===== src/rtl/pipe_pkg.sv =====
// Shared definitions for the valid/ready pipeline stage registers.
// State encoding doubles as the occupancy count.
package pipe_pkg;

  localparam int DEF_DATA_W = 32;
  localparam int DEF_CTRL_W = 3;
  localparam int DEF_TAG_W  = 12;

  typedef logic [1:0] state_t;

  localparam state_t ST_EMPTY = 2'd0;
  localparam state_t ST_ONE   = 2'd1;
  localparam state_t ST_TWO   = 2'd2;

endpackage


===== src/rtl/pipe_slot.sv =====
// One storage entry: valid flag plus ctrl/tag/data payload.
// Clear drops valid and zeroes ctrl; tag and data keep their value.
module pipe_slot #(
  parameter int CTRL_W = 3,
  parameter int TAG_W  = 12,
  parameter int DATA_W = 32
) (
  input  logic              clk,
  input  logic              rst,
  input  logic              load,
  input  logic              clear,
  input  logic [CTRL_W-1:0] wr_ctrl,
  input  logic [TAG_W-1:0]  wr_tag,
  input  logic [DATA_W-1:0] wr_data,
  output logic              valid,
  output logic [CTRL_W-1:0] ctrl,
  output logic [TAG_W-1:0]  tag,
  output logic [DATA_W-1:0] data
);

  always_ff @(posedge clk or posedge rst) begin
    if (rst) begin
      valid <= 1'b0;
      ctrl  <= '0;
      tag   <= '0;
      data  <= '0;
    end else if (clear) begin
      valid <= 1'b0;
      ctrl  <= '0;
    end else if (load) begin
      valid <= 1'b1;
      ctrl  <= wr_ctrl;
      tag   <= wr_tag;
      data  <= wr_data;
    end
  end

endmodule


===== src/rtl/pipe_stage_skid_reg.sv =====
// Inter-stage register with a 2-entry skid buffer and flush.
// in_ready is a flop that tracks "next state is not full".
module pipe_stage_skid_reg
  import pipe_pkg::*;
#(
  parameter int DATA_W = DEF_DATA_W,
  parameter int CTRL_W = DEF_CTRL_W,
  parameter int TAG_W  = DEF_TAG_W
) (
  input  logic              clk,
  input  logic              rst,
  input  logic              flush,
  input  logic              in_valid,
  output logic              in_ready,
  input  logic [CTRL_W-1:0] in_ctrl,
  input  logic [TAG_W-1:0]  in_tag,
  input  logic [DATA_W-1:0] in_data,
  output logic              out_valid,
  input  logic              out_ready,
  output logic [CTRL_W-1:0] out_ctrl,
  output logic [TAG_W-1:0]  out_tag,
  output logic [DATA_W-1:0] out_data,
  output logic [1:0]        occupancy
);

  state_t state, state_nxt;

  logic head_valid, skid_valid;
  logic [CTRL_W-1:0] head_ctrl, skid_ctrl, head_wctrl;
  logic [TAG_W-1:0]  head_tag, skid_tag, head_wtag;
  logic [DATA_W-1:0] skid_data, head_wdata;

  logic accept, consume;
  logic head_load, head_clear;
  logic skid_load, skid_clear;

  assign accept  = in_valid & in_ready;
  assign consume = head_valid & out_ready;

  always_comb begin
    state_nxt  = state;
    head_load  = 1'b0;
    head_clear = 1'b0;
    skid_load  = 1'b0;
    skid_clear = 1'b0;
    if (flush) begin
      state_nxt  = ST_EMPTY;
      head_clear = 1'b1;
      skid_clear = 1'b1;
    end else begin
      case (state)
        ST_EMPTY: if (accept) begin
          state_nxt = ST_ONE;
          head_load = 1'b1;
        end
        ST_ONE: begin
          if (accept && consume) begin
            head_load = 1'b1;
          end else if (accept) begin
            state_nxt = ST_TWO;
            skid_load = 1'b1;
          end else if (consume) begin
            state_nxt  = ST_EMPTY;
            head_clear = 1'b1;
          end
        end
        ST_TWO: if (consume && skid_valid) begin
          state_nxt  = ST_ONE;
          head_load  = 1'b1;
          skid_clear = 1'b1;
        end
        default: state_nxt = ST_EMPTY;
      endcase
    end
  end

  // Refill from the skid slot when draining a full stage.
  always_comb begin
    head_wctrl = in_ctrl;
    head_wtag  = in_tag;
    head_wdata = in_data;
    if (state == ST_TWO) begin
      head_wctrl = skid_ctrl;
      head_wtag  = skid_tag;
      head_wdata = skid_data;
    end
  end

  always_ff @(posedge clk or posedge rst) begin
    if (rst) begin
      state    <= ST_EMPTY;
      in_ready <= 1'b0;
    end else begin
      state    <= state_nxt;
      in_ready <= (state_nxt != ST_TWO);
    end
  end

  pipe_slot #(
    .CTRL_W(CTRL_W), .TAG_W(TAG_W), .DATA_W(DATA_W)
  ) u_head (
    .clk(clk), .rst(rst),
    .load(head_load), .clear(head_clear),
    .wr_ctrl(head_wctrl), .wr_tag(head_wtag),
    .wr_data(head_wdata),
    .valid(head_valid), .ctrl(head_ctrl),
    .tag(head_tag), .data(out_data)
  );

  pipe_slot #(
    .CTRL_W(CTRL_W), .TAG_W(TAG_W), .DATA_W(DATA_W)
  ) u_skid (
    .clk(clk), .rst(rst),
    .load(skid_load), .clear(skid_clear),
    .wr_ctrl(in_ctrl), .wr_tag(in_tag),
    .wr_data(in_data),
    .valid(skid_valid), .ctrl(skid_ctrl),
    .tag(skid_tag), .data(skid_data)
  );

  assign out_valid = head_valid;
  assign out_ctrl  = head_ctrl & {CTRL_W{head_valid}};
  assign out_tag   = head_tag;
  assign occupancy = state;

endmodule

===== config.mk =====
export PLATFORM = sky130hd
export DESIGN_NAME = pipe_stage_skid_reg
export DESIGN_NICKNAME = d
export VERILOG_FILES = /design/src/rtl/pipe_pkg.sv /design/src/rtl/pipe_slot.sv /design/src/rtl/pipe_stage_skid_reg.sv
export SDC_FILE = /design/constraint.sdc
export NUM_CORES = 1
export LEC_CHECK = 0
export ABC_AREA = 1
export CAP_MARGIN = 20
export CORE_AREA = 2 2 112 81
export CTS_CLUSTER_DIAMETER = 60
export CTS_CLUSTER_SIZE = 25
export DETAILED_ROUTE_END_ITERATION = 6
export DIE_AREA = 0 0 114 83
export GPL_ROUTABILITY_DRIVEN = 0
export PLACE_DENSITY_LB_ADDON = 0.2
export SETUP_SLACK_MARGIN = 0.02
export SYNTH_ARGS = -nofsm -noshare
export SYNTH_HDL_FRONTEND = slang
export SYNTH_SLANG_ARGS = --single-unit

===== constraint.sdc =====
create_clock -name clk -period 5.4 [get_ports clk]
set_input_delay 0.81 -clock clk [delete_from_list [all_inputs] [get_ports clk]]
set_output_delay 0.81 -clock clk [all_outputs]
set_load 0.05 [all_outputs]

==> metrics <==
number of global-route vias before repair=3402; clock tree buffer depth=2; worst rel slew slack=50.9%; hold crit path type=reg -> reg; relative area change from synthesis to final layout=29.9%; cells after synthesis=503; mean post-synth cell area=8.82 µm²; die extent in y=83 µm; worst setup slack after placement=2.47 ns; number of gates given a new drive strength after cts=0; global-route wire length before repair=16.0 mm; power share of the sequential group=39.9%; DR WL/cell=13.5 µm; Least-Margin Pin Slew=0.736 ns; number of input and output port buffers inserted=102; fraction of registers with async set or reset after synthesis=100%; Post-Syn Nets=555; Antenna diodes=0; clock latency at the later pin of the worst-skew pair=0.34 ns; register bit count reported by yosys=99; clock sink count=99; Slowest cell on crit path=sky130_fd_sc_hd__buf_4; minimum clock period after layout=2.57 ns; hold bufs inserted after CTS=0; detailed-routing iteration count for the pre-antenna-repair pass=4; x dimension of the die=114 µm; unrepaired setup endpoints after global routing=false; total length of routed wires=9.44 mm; number of fill cells=669; count of distinct cell types in the synthesized netlist=21; maximum capacitance violations=0; per-cell via count in the routed design=5.04; kind of capture point of the worst setup path=flop; combinational cell fraction of total power=36.5%; post-CTS setup repair buffer count=0; cells along the critical path=clkdlybuf4s50_1 > nand2_1 > inv_1 > nand4_1 > inv_2 > buf_4 > nand2_1 > o21ai_0; fin worst setup slack=2.83 ns; Core Box Area=8340 µm²; required arrival time at the worst endpoint=5.65 ns; most frequent cells after synthesis=sky130_fd_sc_hd__nand2_1, sky130_fd_sc_hd__dfrtp_1, sky130_fd_sc_hd__o21ai_0; row count=28; Residual DRC=0; CP Launch Type=primary input; Initial Utilization=53.2%; Arrival @ worst endpoint=2.81 ns; clock buffer count from CTS=9; via count=3536; CP most frequent cell=sky130_fd_sc_hd__nand2_1; library cell with the largest summed area after synthesis=sky130_fd_sc_hd__dfrtp_1; cell at the root of the clock tree=sky130_fd_sc_hd__clkbuf_16; largest stage delay on the critical path=0.51 ns; detailed router's first-iteration violation count=215; number of levels the H-tree was split into=3; setup violation total in the final timing report=0; CTS clk-pin slew, worst paths=0.06 ns; Die Outline Area=9460 µm²; number of antenna violations at the first check in global routing=0; number of nets in the layout=643; static leakage power=0.00260 µW; Yosys Warn Count=0; cell internal power dissipation=1710 µW; category of the most critical setup path=in -> reg; IO Count=103; primary flip-flop cell chosen by synthesis mapping=sky130_fd_sc_hd__dfrtp_1; fraction of power spent switching nets=37.5%; TritonCTS clock tree=yes; HPWL Detailed=6.20 mm; GRT Total Usage=21.1%; Post-synth EDFFs=0; status=finished, final reports clean; proportion of power drawn by the clock network=23.6%; share of the cycle needed by the critical path after routing=47.5%; share of final-layout standard cells stronger than drive strength 1=11.4%; part of the Yosys area used for sequential elements=55.8%; library cell with the highest instance count after synthesis=sky130_fd_sc_hd__nand2_1; final-layout setup total negative slack=0 ns; antenna-violating nets left=0; maximum number of pins on one net before global-route repair=93; worst clock skew=0.00510 ns; final hold violations=0; category of cells accounting for the largest share of critical-path delay=buffers and inverters; switching power=1030 µW; proportion of netlist area held by the largest area contributor=55.8%; netlist area before placement=4440 µm²; Worst Path Max Fanout=51; PwrDens=476 nW/µm²; highest achievable clock rate=390 MHz; aggregate global routing overflow=0; final number of max-transition violations=0; ranking of synthesized cells by area=sky130_fd_sc_hd__dfrtp_1, sky130_fd_sc_hd__nand2_1, sky130_fd_sc_hd__o21ai_0; number of buffers and inverters on the critical path=4; Max rail drop VDD=0.000289 V
[per-layer routing]
layer | vias up | routed length [µm] | GRT usage [%]
met1 | 1671 | 4580 | 30.4
met3 | 7 | 550 | 6.06
met4 | 0 | 60 | 4.66
li1 | 1767 | - | -
met5 | - | 0 | 0
met2 | 91 | 4260 | 31.9
[worst paths after layout]
check                                startpoint         endpoint  slack (ns)  depth (start not counted)
worst max-delay path                   in_valid  u_skid.data[29]        2.83                          8
min in group asynchronous                   rst   u_head.data[6]        0.85                          2
worst min register to register  u_head.data[22]  u_head.data[22]        0.48                          2
max in group asynchronous                   rst  u_head.data[30]        3.44                          3
worst min-delay path            u_head.data[22]  u_head.data[22]        0.48                          2
worst max register to register     u_head.valid  u_skid.data[29]        3.33                          6
[power by group through the flow]
| stage | clock (µW) | sequential [µW] | combinational [µW] |
|---|---|---|---|
| floorplan | 0 | 1430 | 349 |
| global route | 686 | 1120 | 1080 |
| global placement | 0 | 1100 | 974 |
| detailed placement | 0 | 1110 | 998 |
| CTS | 664 | 1090 | 1000 |
| finish | 648 | 1090 | 999 |
[worst register-to-register path, stage by stage (launching register included)]
cell and delay (ns):
sky130_fd_sc_hd__dfrtp_1 0.45, sky130_fd_sc_hd__nand2_2 0.17, sky130_fd_sc_hd__nand4_1 0.16, sky130_fd_sc_hd__inv_2 0.48, sky130_fd_sc_hd__buf_4 0.51, sky130_fd_sc_hd__nand2_1 0.11
sky130_fd_sc_hd__o21ai_0 0.11
[sequential cells by signal, indices dropped and copies added, names as in the netlist]
name,count
occupancy,2
u_head.valid,1
u_skid.data,32
u_skid.ctrl,3
u_head.tag,12
u_skid.tag,12
u_skid.valid,1
in_ready,1
u_head.ctrl,3
u_head.data,32
[kinds of logic (layout without fill, tap and decap cells)]
logic type      count (synthesis)  in the layout  share of synthesized area [%]
compound gates                141            141                           19.0
simple gates                  173            173                           15.8
buf+inv                        90            183                           9.44
flops                          99             99                           55.8
[metrics by stage]
stage	cell area, µm²	hold slack [ns]	cells	total power (µW)	utilization, %
after floorplan	4440	0.451	503	1780	-
after global placement	5430	0.464	684	2070	65.1
after CTS	5740	0.485	700	2760	68.8
final	5760	0.483	701	2740	69.1
after global routing	5760	0.505	701	2890	69.1
after detailed placement	5430	0.468	684	2100	65.1
[final cells by class]
type	instances	area, µm²	area share (%)
flip-flops and latches	99	2480	43.0
repair buffers	106	1070	18.6
well taps	105	131	2.28
inverters	61	231	4.02
clock inverters	4	48.8	0.847
clock buffers	12	256	4.45
multi-input cells	314	1550	26.8
[cells in the final DEF (no fill, tap or decap)]
master,count
sky130_fd_sc_hd__a21oi_1,2
sky130_fd_sc_hd__a31oi_1,1
sky130_fd_sc_hd__buf_16,1
sky130_fd_sc_hd__buf_4,3
sky130_fd_sc_hd__bufinv_16,1
sky130_fd_sc_hd__clkbuf_1,1
sky130_fd_sc_hd__clkbuf_16,9
sky130_fd_sc_hd__clkbuf_8,2
sky130_fd_sc_hd__clkdlybuf4s50_1,102
sky130_fd_sc_hd__clkinv_2,2
sky130_fd_sc_hd__clkinv_4,1
sky130_fd_sc_hd__dfrtp_1,99
sky130_fd_sc_hd__inv_1,56
sky130_fd_sc_hd__inv_2,4
sky130_fd_sc_hd__inv_4,1
sky130_fd_sc_hd__nand2_1,153
sky130_fd_sc_hd__nand2_2,3
sky130_fd_sc_hd__nand2_4,1
sky130_fd_sc_hd__nand3_1,8
sky130_fd_sc_hd__nand3_4,1
sky130_fd_sc_hd__nand4_1,1
sky130_fd_sc_hd__nor2_1,2
sky130_fd_sc_hd__nor2_2,1
sky130_fd_sc_hd__nor2_4,1
sky130_fd_sc_hd__nor3_1,1
sky130_fd_sc_hd__o21ai_0,84
sky130_fd_sc_hd__o21ai_1,18
sky130_fd_sc_hd__o21ai_2,36
sky130_fd_sc_hd__or2_2,1
Note: power is estimated with default switching activity, not from simulation.
